$ cat config.mk
export PLATFORM = sky130hd
export DESIGN_NAME = x_memxbar_ord
export DESIGN_NICKNAME = d
export VERILOG_FILES = /design/src/rtl/x_memxbar_ord.sv
export SDC_FILE = /design/constraint.sdc
export NUM_CORES = 1
export LEC_CHECK = 0
export BUFFER_PORTS_ARGS = -buffer_cell sky130_fd_sc_hd__buf_2
export CAP_MARGIN = 15
export CORE_ASPECT_RATIO = 0.75
export CORE_MARGIN = 2
export CORE_UTILIZATION = 50
export CTS_CLUSTER_SIZE = 16
export DETAILED_ROUTE_END_ITERATION = 10
export MAX_ROUTING_LAYER = met4
export PLACE_DENSITY = 0.76
export SLEW_MARGIN = 10
export SYNTH_ARGS = -nofsm -noshare
export SYNTH_HDL_FRONTEND = slang
export SYNTH_SLANG_ARGS = --single-unit
$ cat constraint.sdc
create_clock -name i_clk -period 3.7 [get_ports i_clk]
set_input_delay 0.555 -clock i_clk [delete_from_list [all_inputs] [get_ports i_clk]]
set_output_delay 0.555 -clock i_clk [all_outputs]
set_load 0.01 [all_outputs]
$ cat src/rtl/x_memxbar_ord.sv
`timescale 1ns/1ps
`default_nettype none
// ============================================================================
// Module   : x_memxbar_ord
// Brief    : Address-interleaved memory crossbar. One main request port is
//            steered to N_CH channel controllers by the low SEL_W address
//            bits. Read data is returned to the main port in issue order.
// Options  : X_MEMXBAR_ORD_ERR_EN adds a sticky o_err output that flags
//            spurious or overlapping channel responses.
// Revision : 1.0 - initial parametrised release
// ============================================================================
module x_memxbar_ord #(
    parameter  int N_CH   = 8,
    parameter  int CH_AW  = 16,
    parameter  int DW     = 8,
    parameter  int OT_MAX = 8,
    localparam int SEL_W  = $clog2(N_CH),
    localparam int MAW    = CH_AW + SEL_W
) (
    input  logic                i_clk,
    input  logic                i_rst,
    input  logic                i_main_valid,
    output logic                o_main_accept,
    input  logic                i_main_rd_n_wr,
    input  logic [MAW-1:0]      i_main_addr,
    input  logic [DW-1:0]       i_main_wdata,
    output logic                o_main_ready,
    output logic [DW-1:0]       o_main_rdata,
    output logic [N_CH-1:0]     o_ch_valid,
    input  logic [N_CH-1:0]     i_ch_accept,
    output logic                o_ch_rd_n_wr,
    output logic [CH_AW-1:0]    o_ch_addr,
    output logic [DW-1:0]       o_ch_wdata,
    input  logic [N_CH-1:0]     i_ch_ready,
`ifdef X_MEMXBAR_ORD_ERR_EN
    output logic                o_err,
`endif
    input  logic [N_CH*DW-1:0]  i_ch_rdata
);

    // Order FIFO pointers wrap at OT_MAX; storage is sized to N_CH so that a
    // SEL_W-bit pointer indexes it exactly.
    localparam logic [SEL_W:0]   c_OT_MAX   = (SEL_W+1)'(OT_MAX);
    localparam logic [SEL_W-1:0] c_PTR_LAST = SEL_W'(OT_MAX - 1);

    logic [SEL_W-1:0] r_fifo [N_CH];
    logic [SEL_W-1:0] r_wptr;
    logic [SEL_W-1:0] r_rptr;
    logic [SEL_W:0]   r_count;

    logic [N_CH-1:0]  r_pend;
    logic [N_CH-1:0]  r_hold_v;
    logic [DW-1:0]    r_hold_d [N_CH];

    logic [SEL_W-1:0] w_sel;
    logic [SEL_W-1:0] w_head;
    logic             w_full;
    logic             w_empty;
    logic             w_stall;
    logic             w_push;
    logic             w_pop;
    logic [DW-1:0]    w_pop_data;
    logic [DW-1:0]    w_ch_rdata [N_CH];
    logic [N_CH-1:0]  w_head_oh;
    logic [N_CH-1:0]  w_resp_ok;
    logic [N_CH-1:0]  w_capture;
    logic [N_CH-1:0]  w_clr;
    logic [N_CH-1:0]  w_set_pend;

    // ------------------------------------------------------------------
    // Request path: purely combinational, no added latency.
    // ------------------------------------------------------------------
    assign w_sel   = i_main_addr[SEL_W-1:0];
    assign w_full  = (r_count == c_OT_MAX);
    assign w_empty = (r_count == '0);
    // A channel with a read in flight blocks every request to it; a full
    // order FIFO blocks reads only.
    assign w_stall = r_pend[w_sel] | (i_main_rd_n_wr & w_full);

    assign o_main_accept = |(o_ch_valid & i_ch_accept);
    assign o_ch_rd_n_wr  = i_main_rd_n_wr;
    assign o_ch_addr     = i_main_addr[MAW-1:SEL_W];
    assign o_ch_wdata    = i_main_wdata;

    assign w_push = o_main_accept & i_main_rd_n_wr;
    assign w_head = r_fifo[r_rptr];

    // The head either has buffered data or is answering right now (bypass).
    assign w_pop      = |w_clr;
    assign w_pop_data = r_hold_v[w_head] ? r_hold_d[w_head] : w_ch_rdata[w_head];

    generate
        for (genvar c = 0; c < N_CH; c++) begin : g_ch
            logic          r_pend_q;
            logic          r_hold_v_q;
            logic [DW-1:0] r_hold_d_q;

            assign w_ch_rdata[c] = i_ch_rdata[c*DW +: DW];
            assign o_ch_valid[c] = i_main_valid & (w_sel == SEL_W'(c)) & ~w_stall;
            assign w_set_pend[c] = w_push & (w_sel == SEL_W'(c));
            assign w_head_oh[c]  = ~w_empty & (w_head == SEL_W'(c));
            // Only a response to an outstanding, not-yet-buffered read counts.
            assign w_resp_ok[c]  = i_ch_ready[c] & r_pend_q & ~r_hold_v_q;
            assign w_capture[c]  = w_resp_ok[c] & ~w_head_oh[c];
            assign w_clr[c]      = w_head_oh[c] & (r_hold_v_q | w_resp_ok[c]);

            assign r_pend[c]   = r_pend_q;
            assign r_hold_v[c] = r_hold_v_q;
            assign r_hold_d[c] = r_hold_d_q;

            // Per-channel outstanding flag and early-response holding buffer.
            always_ff @(posedge i_clk or negedge i_rst) begin
                if (!i_rst) begin
                    r_pend_q   <= 1'b0;
                    r_hold_v_q <= 1'b0;
                    r_hold_d_q <= '0;
                end else begin
                    if (w_clr[c])
                        r_pend_q <= 1'b0;
                    else if (w_set_pend[c])
                        r_pend_q <= 1'b1;

                    if (w_clr[c])
                        r_hold_v_q <= 1'b0;
                    else if (w_capture[c])
                        r_hold_v_q <= 1'b1;

                    if (w_capture[c])
                        r_hold_d_q <= w_ch_rdata[c];
                end
            end
        end
    endgenerate

    // Order FIFO storage; contents are meaningless while count is zero.
    always_ff @(posedge i_clk) begin
        if (w_push)
            r_fifo[r_wptr] <= w_sel;
    end

    // Order FIFO pointers and occupancy.
    always_ff @(posedge i_clk or negedge i_rst) begin
        if (!i_rst) begin
            r_wptr  <= '0;
            r_rptr  <= '0;
            r_count <= '0;
        end else begin
            if (w_push)
                r_wptr <= (r_wptr == c_PTR_LAST) ? '0 : r_wptr + 1'b1;
            if (w_pop)
                r_rptr <= (r_rptr == c_PTR_LAST) ? '0 : r_rptr + 1'b1;
            case ({w_push, w_pop})
                2'b10:   r_count <= r_count + 1'b1;
                2'b01:   r_count <= r_count - 1'b1;
                default: r_count <= r_count;
            endcase
        end
    end

    // Return stage: one-cycle ready pulse, data held between returns.
    always_ff @(posedge i_clk or negedge i_rst) begin
        if (!i_rst) begin
            o_main_ready <= 1'b0;
            o_main_rdata <= '0;
        end else begin
            o_main_ready <= w_pop;
            if (w_pop)
                o_main_rdata <= w_pop_data;
        end
    end

`ifdef X_MEMXBAR_ORD_ERR_EN
    logic r_err;

    // Sticky flag: response with nothing outstanding or overrunning a buffer.
    always_ff @(posedge i_clk or negedge i_rst) begin
        if (!i_rst)
            r_err <= 1'b0;
        else if (|(i_ch_ready & (~r_pend | r_hold_v)))
            r_err <= 1'b1;
    end

    assign o_err = r_err;
`endif

endmodule
`default_nettype wire

# [Word level (Yosys, flattened, before mapping)]
# Memory sizes are Yosys's and may differ from the RTL's.
# Index checks and enable logic that the tools add are counted.
[classes] n_addsub=4 order_cmp=3 eq_ne=19 mux=48 n_bitwise=95 n_reduce_logical=22
[op_table] operator="1-bit AND" n=66
[op_table] operator="8-bit binary-select mux with 3-bit select" n=2
[op_table] operator="8-bit two-way mux" n=5
[op_table] operator="1-bit two-way mux" n=36
[op_table] operator="2-bit nonzero test" n=17
[op_table] operator="3-bit == test (second input constant)" n=10
[op_table] operator="1-bit inverter" n=18
[op_table] operator="8-bit OR reduction" n=2
[op_table] operator="3-bit by 2-bit == test with 1-bit output (second input constant)" n=4
[op_table] operator="1-bit bitwise OR" n=9
[op_table] operator="8-bit AND" n=1
[op_table] operator="3-bit by 4-bit < comparator with 1-bit output (second input constant)" n=2
[op_table] operator="4-bit one-hot mux with 2 select lines" n=1
[op_table] operator="3-bit by 1-bit adder with 3-bit output (second input constant)" n=2
[op_table] operator="1-bit binary-select mux with 3-bit select" n=2
[op_table] operator="3-bit by 1-bit == test with 1-bit output (second input constant)" n=2
[op_table] operator="3-bit zero test" n=2
[op_table] operator="3-bit two-way mux" n=2
[op_table] operator="4-bit by 1-bit adder with 4-bit output (second input constant)" n=1
[op_table] operator="4-bit == test (second input constant)" n=1
[op_table] operator="4-bit greater-or-equal comparator (second input constant)" n=1
[op_table] operator="4-bit zero test" n=1
[op_table] operator="3-bit inverter with 4-bit output" n=1
[op_table] operator="4-bit by 1-bit subtractor with 4-bit output (second input constant)" n=1
[op_table] operator="other kinds (2)" n=2
[totals] register_bits=99 ramBits=24 input_bits=111 output_inout_bits=43 elab_cells=221 memories=1
[memory_table] name="r_fifo" words=8 width=3 rd=1 rd_ports_with_merged_regs=0 wr=1 line="46" rtl="logic [SEL_W-1:0] r_fifo [N_CH];"

# [Logic depth before layout (Yosys ltp)]
# Gate-level depths: netlist (run 1).
[logic_depth] word_depth=11 mapped_depth=17

# [Worst setup path before layout (run 1)]
# OpenSTA, ideal clock, no wires.
[synth_path] kind="reg2reg" startpoint="register r_rptr[0]" endpoint="register r_count[3]" arrival_ps=3454 t_required_ps=3575 slack_ps=121 path_stages_with_launch=17 period_less_slack_ps=3579 cell_sequence="dfrtp_1 -> buf_6 -> mux4_2 -> mux2_2 -> buf_6 -> and2_4 -> a221oi_4 -> or2_4 -> buf_6 -> inv_1 -> ha_1 -> ha_1 -> a21o_1 -> a21oi_1 -> xnor2_1 -> nor2_1 -> xor2_1"
[synth_via] elab_chain_cells=7 elab_cells_between_ends=30 classes_between="9 x eq/ne; 1 x mux; 16 x bitwise; 3 x reduce/logical; 1 x memory"
[synth_lines] element="start: declaration" line="48" rtl="logic [SEL_W-1:0] r_rptr;"
[synth_lines] element="start signal: assignment" line="151" rtl="r_rptr <= (r_rptr == c_PTR_LAST) ? '0 : r_rptr + 1'b1;"
[synth_lines] element="memory read 8 x 3 bit *"
[synth_lines] element="3-bit by 1-bit == test with 1-bit output (tied with other cells)" line="101" rtl="assign w_head_oh[c] = ~w_empty & (w_head == SEL_W'(c));"
[synth_lines] element="1-bit AND" line="101"
[synth_lines] element="1-bit AND" line="105" rtl="assign w_clr[c] = w_head_oh[c] & (r_hold_v_q | w_resp_ok[c]);"
[synth_lines] element="8-bit OR reduction *" line="89" rtl="assign w_pop = |w_clr;"
[synth_lines] element="net w_pop" line="61" rtl="logic w_pop;"
[synth_lines] element="2-bit by 1-bit == test with 1-bit output / 2-bit == test (equally long branches)" line="152" rtl="case ({w_push, w_pop})"
[synth_lines] element="4-bit one-hot mux with 2 select lines / 2-bit nonzero test (equally long branches)"
[synth_lines] element="end signal: assignment" line="153" rtl="2'b10: r_count <= r_count + 1'b1;"
[synth_lines] element="end signal: assignment" line="154" rtl="2'b01: r_count <= r_count - 1'b1;"
[synth_lines] element="end signal: assignment" line="155" rtl="default: r_count <= r_count;"
[synth_lines] element="end: declaration" line="49" rtl="logic [SEL_W:0] r_count;"
# Mark *: on every way through the listed nets, which the timed path passes. The rest lies on a longest branch.
# A chain may end at the register's enable or synchronous reset.

# [Worst setup path in the final report (run 1)]
[layout_path] startpoint="register r_rptr[1]" endpoint="register r_count[3]"
# Same word-level chain as after synthesis.

==> run summary, run 1 <==
Post-DRT Antenna Nets - 0
Longest Clk Path Bufs - 2
CP peak stage delay - 650 ps
RSZ-0062 raised after global routing - false
LEAKAGE - 3.584 nW
Synth top cells by count - dfrtp_1, mux2_2, mux2i_1
Syn Nets - 686
IO Port Bufs - 105
Flops & latches, synth - 123
Die height - 105.7 um
Core ar. - 13,610 um^2
First-pass iteration count of the detailed router - 4
Max VDD drop - 617.7 uV
Post-synth top area cell - dfrtp_1
GR Util All Layers - 0.2396
P&R area growth vs syn - 16.93%
Crit-path leading delay family - multiplexers
Share of layout cells above drive strength 1 - 0.4228
Crit path arrival time - 3770 ps
Setup TNS - 0 ps
Vias - 4,924
CP max FO - 13
FMAX - 0.2888 GHz
Cts hold-fix bufs - 0
Final WL - 16,540 um
Hold Fails Final Rpt - 0
GR Overflow Total - 0
Overall power - 0.008617 W
Layout Nets - 780
MaxCap Viol Count - 0
Yosys top cell area share - 0.3592
Vias in the first global route - 5,069
Pwr Density - 1069 nW/um^2
Final core occ - 0.5925
Row cnt - 37
Clk Latency, worst-skew pair - 420 ps
Synth area leaders - dfrtp_1, mux2_2, edfxtp_1
Buf/Inv on CP - 1
Top-count cell post-synth - dfrtp_1
Sequential-to-total area share from yosys stat - 0.4637
Mapped cell area - 6897 um^2
Number of DRC markers in iteration 0 - 279
Reg2reg path depth - 14
HPWL Detailed - 12,110 um
Final GP Congestion - 0.9157
Die area - 14,760 um^2
Clock root cell - clkbuf_16
WP depth - 14
Syn avg cell area - 12.16 um^2
Ports - 154
Crit Reg-Reg Startpoint - r_rptr[1]
CP Launch Type - flop
Worst Setup SP - r_rptr[1]
Asr flop ratio synth - 0.8049
CP Class - reg -> reg
Critical path's slowest cell - mux4_2
Largest net degree at the start of global routing - 69
Clock Skews - 9.425 ps
Status - complete, no violations
Antenna fix cells - 0
Min Tclk post-route - 3463 ps
CTS tree - done
H-tree levels - 4
Most used flip-flop cell after synthesis - dfrtp_1
Worst Path Required - 4000 ps
Worst slew pin tran - 808.3 ps
WL per Instance - 19.49 um
Slew Viols, Final - 0
Crit path cell chain - mux2i_1 > mux4_2 > mux2i_1 > a22o_2 > a221oi_4 > or2_4 > inv_1 > ha_1 > ha_1 > a21o_1 > a21oi_1 > xnor2_1 > nor2_1 > xor2_1
Via-to-Cell Ratio - 5.800
Global-route wire length before repair - 26,570 um
Final hold slack - 206.5 ps
Syn Inst Count - 567
Initial antenna violation count - 0
CTS Buf Count - 17
Setup-failing EPs final - 0
YS warnings - 0
Final period util - 0.9360
Post-synth EDFFs - 24
HP Class - in -> async
Clock Pin Slew Worst Setup and Hold Paths - 60 ps
Worst setup EP type - flop
Initial Util - 0.5067
DRC - 0
Die X - 139.6 um
Clock sink count - 123
Worst slew margin - 0.4611
Post-CTS Setup Inserts - 0
Cell variety after synth - 59
[cells by family (layout without fill, tap and decap cells)]
| logic type | after synthesis | after routing | synth area share |
|---|---|---|---|
| fa+ha+maj | 8 | 8 | 0.01560 |
| flops | 123 | 123 | 0.4637 |
| buf+inv | 66 | 173 | 0.05914 |
| compound gates | 92 | 92 | 0.1001 |
| simple gates | 115 | 115 | 0.08310 |
| mux | 159 | 159 | 0.2732 |
| xor+xnor | 4 | 4 | 0.005081 |
[per-stage QoR]
step	setup WS (ps)	area (um^2)	instances
floorplan	120.6	6897	567
global placement	222.2	7468	817
detailed placement	115.9	7468	817
CTS	107.3	8055	849
global route	29.22	8064	849
finish	236.8	8064	849
[final cells by class]
cell class              count  area [um^2]
clock buffers              19        442.9
clock inverters            13        143.9
repair buffers            130        723.2
multi-input cells         378         3294
well taps                 175        219.0
fillers                  1104         5547
flip-flops and latches    123         3199
inverters                  11        41.29
[cells in the final DEF, fill, tap and decap left out, drive strengths merged, types with 15 or more instances in the layout]
cell    netlist  layout
a211oi       18      18
a21oi        15      15
buf          44     130
clkbuf       11      19
dfrtp        99      99
edfxtp       24      24
mux2         94      94
mux2i        56      56
nand2        41      41
nor2         32      32
o21ai        18      18
[metal layers]
metal / share of wire / vias up / GRT usage
met4: 0.022 / 0 / 0.08500
met3: 0.052 / 51 / 0.04771
met1: 0.46 / 2434 / 0.3254
li1: - / 2263 / -
met5: 0 / - / -
met2: 0.46 / 176 / 0.3624
[sequential cells by signal, indices dropped and copies added, names as in the netlist]
register	cells
r_wptr	3
g_ch.r_hold_v_q	8
g_ch.r_hold_d_q	64
o_main_rdata	8
r_count	4
r_rptr	3
o_main_ready	1
g_ch.r_pend_q	8
r_fifo	24
[power breakdown]
| part | internal, W | switching [W] | leakage (nW) |
|---|---|---|---|
| sequential | 0.00197 | 0.000407 | 1.42 |
| combinational | 0.00222 | 0.00236 | 1.89 |
| clock | 0.00101 | 0.000642 | 0.276 |
[final timing paths]
check | end | slack, ps
max | r_count[3] | 240
min | g_ch[0].r_hold_d_q[4] | 210
max reg2reg | r_count[3] | 240
min reg2reg | g_ch[0].r_hold_d_q[5] | 500
max in group asynchronous | g_ch[5].r_pend_q | 2670
min in group i_clk | g_ch[5].r_hold_d_q[7] | 370
[worst reg2reg max path, delay by kind of cell (launching register included)]
kind                       cells  cell delay, ps
AOI/OAI and AO/OA              4             830
xor gates and xnor gates       2             270
muxes                          3             990
adders and majority gates      2             510
buffers and inverters          1              50
DFF                            1             450
and+or+nand+nor                2             230
[what timing repair did]
| item | CTS | global route |
|---|---|---|
| setup endpoints to repair | 0 | 3 |
| hold endpoints to repair | 0 | 0 |
| gates resized for setup | 0 | 3 |
Power figures use the tool's default switching activity.
==> run 2, diff against run 1 <==
RECOVER_POWER = 100   (was not set)
==> run summary, run 2 (synthesized netlist as in run 1, its figures left out) <==
Commonest non-fill, non-tap cells in the layout - dfrtp_1, mux2_2, buf_2, mux2i_1, nand2_1
Worst slew pin tran - 1564 ps
Longest Clk Path Bufs - 2
CP peak stage delay - 650 ps
P&R area growth vs syn - 15.04%
Final hold slack - 373.3 ps
Clk Latency, worst-skew pair - 420 ps
Most common cell after layout, fill and taps aside - dfrtp_1
Max VDD drop - 616.0 uV
Min Tclk post-route - 3450 ps
Vias - 4,885
Largest regs - g_ch.r_hold_d_q: 64 flops, r_fifo: 24 flops
Max reg flops - 64
Overall power - 0.008482 W
Layout Nets - 780
Clock sink count - 123
Initial Util - 0.5067
RSZ-0062 raised after global routing - false
Number of DRC markers in iteration 0 - 332
Row cnt - 37
CP Launch Type - flop
Status - finished, violations left
Final core occ - 0.5829
GR Overflow Total - 0
Via-to-Cell Ratio - 5.754
Antenna fix cells - 0
Largest net degree at the start of global routing - 69
Post-DRT Antenna Nets - 0
Pwr Density - 1069 nW/um^2
Global-route wire length before repair - 26,570 um
Share of layout cells above drive strength 1 - 0.3561
Reg2reg path depth - 14
CTS Buf Count - 17
Hold Fails Final Rpt - 0
Die X - 139.6 um
Clock root cell - clkbuf_16
Crit path arrival time - 3750 ps
Initial antenna violation count - 0
Post-CTS Setup Inserts - 0
HPWL Detailed - 12,110 um
Final period util - 0.9324
Final WL - 16,490 um
Ports - 154
Die area - 14,760 um^2
HP Class - in -> reg
CTS tree - done
Crit path cell chain - mux2i_1 > mux4_2 > mux2i_1 > a22o_2 > a221oi_4 > or2_4 > inv_1 > ha_1 > ha_1 > a21o_1 > a21oi_1 > xnor2_1 > nor2_1 > xor2_1
Slew Viols, Final - 62
FMAX - 0.2899 GHz
MaxCap Viol Count - 1
First-pass iteration count of the detailed router - 5
Failing checks - max-capacitance violations, max-slew violations
Clock Pin Slew Worst Setup and Hold Paths - 60 ps
LEAKAGE - 3.439 nW
Setup-failing EPs final - 0
DRC - 0
Worst hold path depth - 2
GR Util All Layers - 0.2396
Worst Path Required - 4000 ps
Worst setup EP type - flop
Worst slew margin - -0.04267
Reg with most FFs - g_ch.r_hold_d_q
IO Port Bufs - 105
Clock Skews - 9.578 ps
Critical path's slowest cell - mux4_2
Setup TNS - 0 ps
WL per Instance - 19.42 um
Vias in the first global route - 5,069
H-tree levels - 4
Core ar. - 13,610 um^2
Final GP Congestion - 0.9157
CP max FO - 13
CP Class - reg -> reg
Die height - 105.7 um
run 2: cell count changes in the layout (fill, tap and decap cells not counted), sizes merged:
cell / delta
buf: -34
clkbuf: +34
run 2: timing repair:
item | in CTS | in global routing
hold buffers | 0 | 0
gates resized for setup | 0 | 3
endpoints found under the setup margin | 0 | 3
run 2: critical path: cells and delay by family (launching register included):
family / cells / cell delay (ps)
multiplexers: 3 / 980
XOR/XNOR: 2 / 270
buffers and inverters: 1 / 50
AND/OR/NAND/NOR: 2 / 230
AO/OA/AOI/OAI: 4 / 820
adder cells (fa/ha/maj): 2 / 510
flip-flops: 1 / 450
run 2: worst paths after layout:
| kind | slack (ps) | from | endpoint |
|---|---|---|---|
| min in group asynchronous | 510 | i_rst | g_ch[0].r_hold_d_q[6] |
| worst max-delay path | 250 | r_rptr[1] | r_count[3] |
| worst max register to register | 250 | r_rptr[1] | r_count[3] |
| max in group asynchronous | 1380 | i_rst | r_count[2] |
| worst min register to register | 490 | g_ch[1].r_hold_d_q[5] | g_ch[1].r_hold_d_q[5] |
| worst min-delay path | 370 | i_ch_rdata[10] | g_ch[1].r_hold_d_q[2] |
run 2: layout make-up:
cell class	instances	area, um^2
multi-input combinational	378	3241
clock buffer	19	442.9
inverter	11	41.29
sequential	123	3199
clock inverter	13	143.9
fill	1144	5677
tap	175	219.0
timing repair buffer	130	646.9
run 2: metrics by stage:
stage / area [um^2] / cells / worst slack (ps)
2_1_floorplan: 6897 / 567 / 120.6
6_report: 7934 / 849 / 249.9
5_1_grt: 7934 / 849 / 32.49
3_3_place_gp: 7468 / 817 / 222.2
3_5_place_dp: 7468 / 817 / 115.9
4_1_cts: 8055 / 849 / 107.3
run 2: metal layers:
metal  vias up  track usage  part of all wire
met2       178       0.3624              0.47
met1      2404       0.3254              0.46
met5         -            -                 0
met3        44      0.04771             0.058
li1       2259            -                 -
met4         0      0.08500             0.018
run 2: power by group:
group | switching [W] | total [W] | internal (W)
Combinational | 0.00234 | 0.00446 | 0.00212
Clock | 0.000638 | 0.00165 | 0.00101
Sequential | 0.000399 | 0.00237 | 0.00197
Total | 0.00337 | 0.00848 | 0.00511
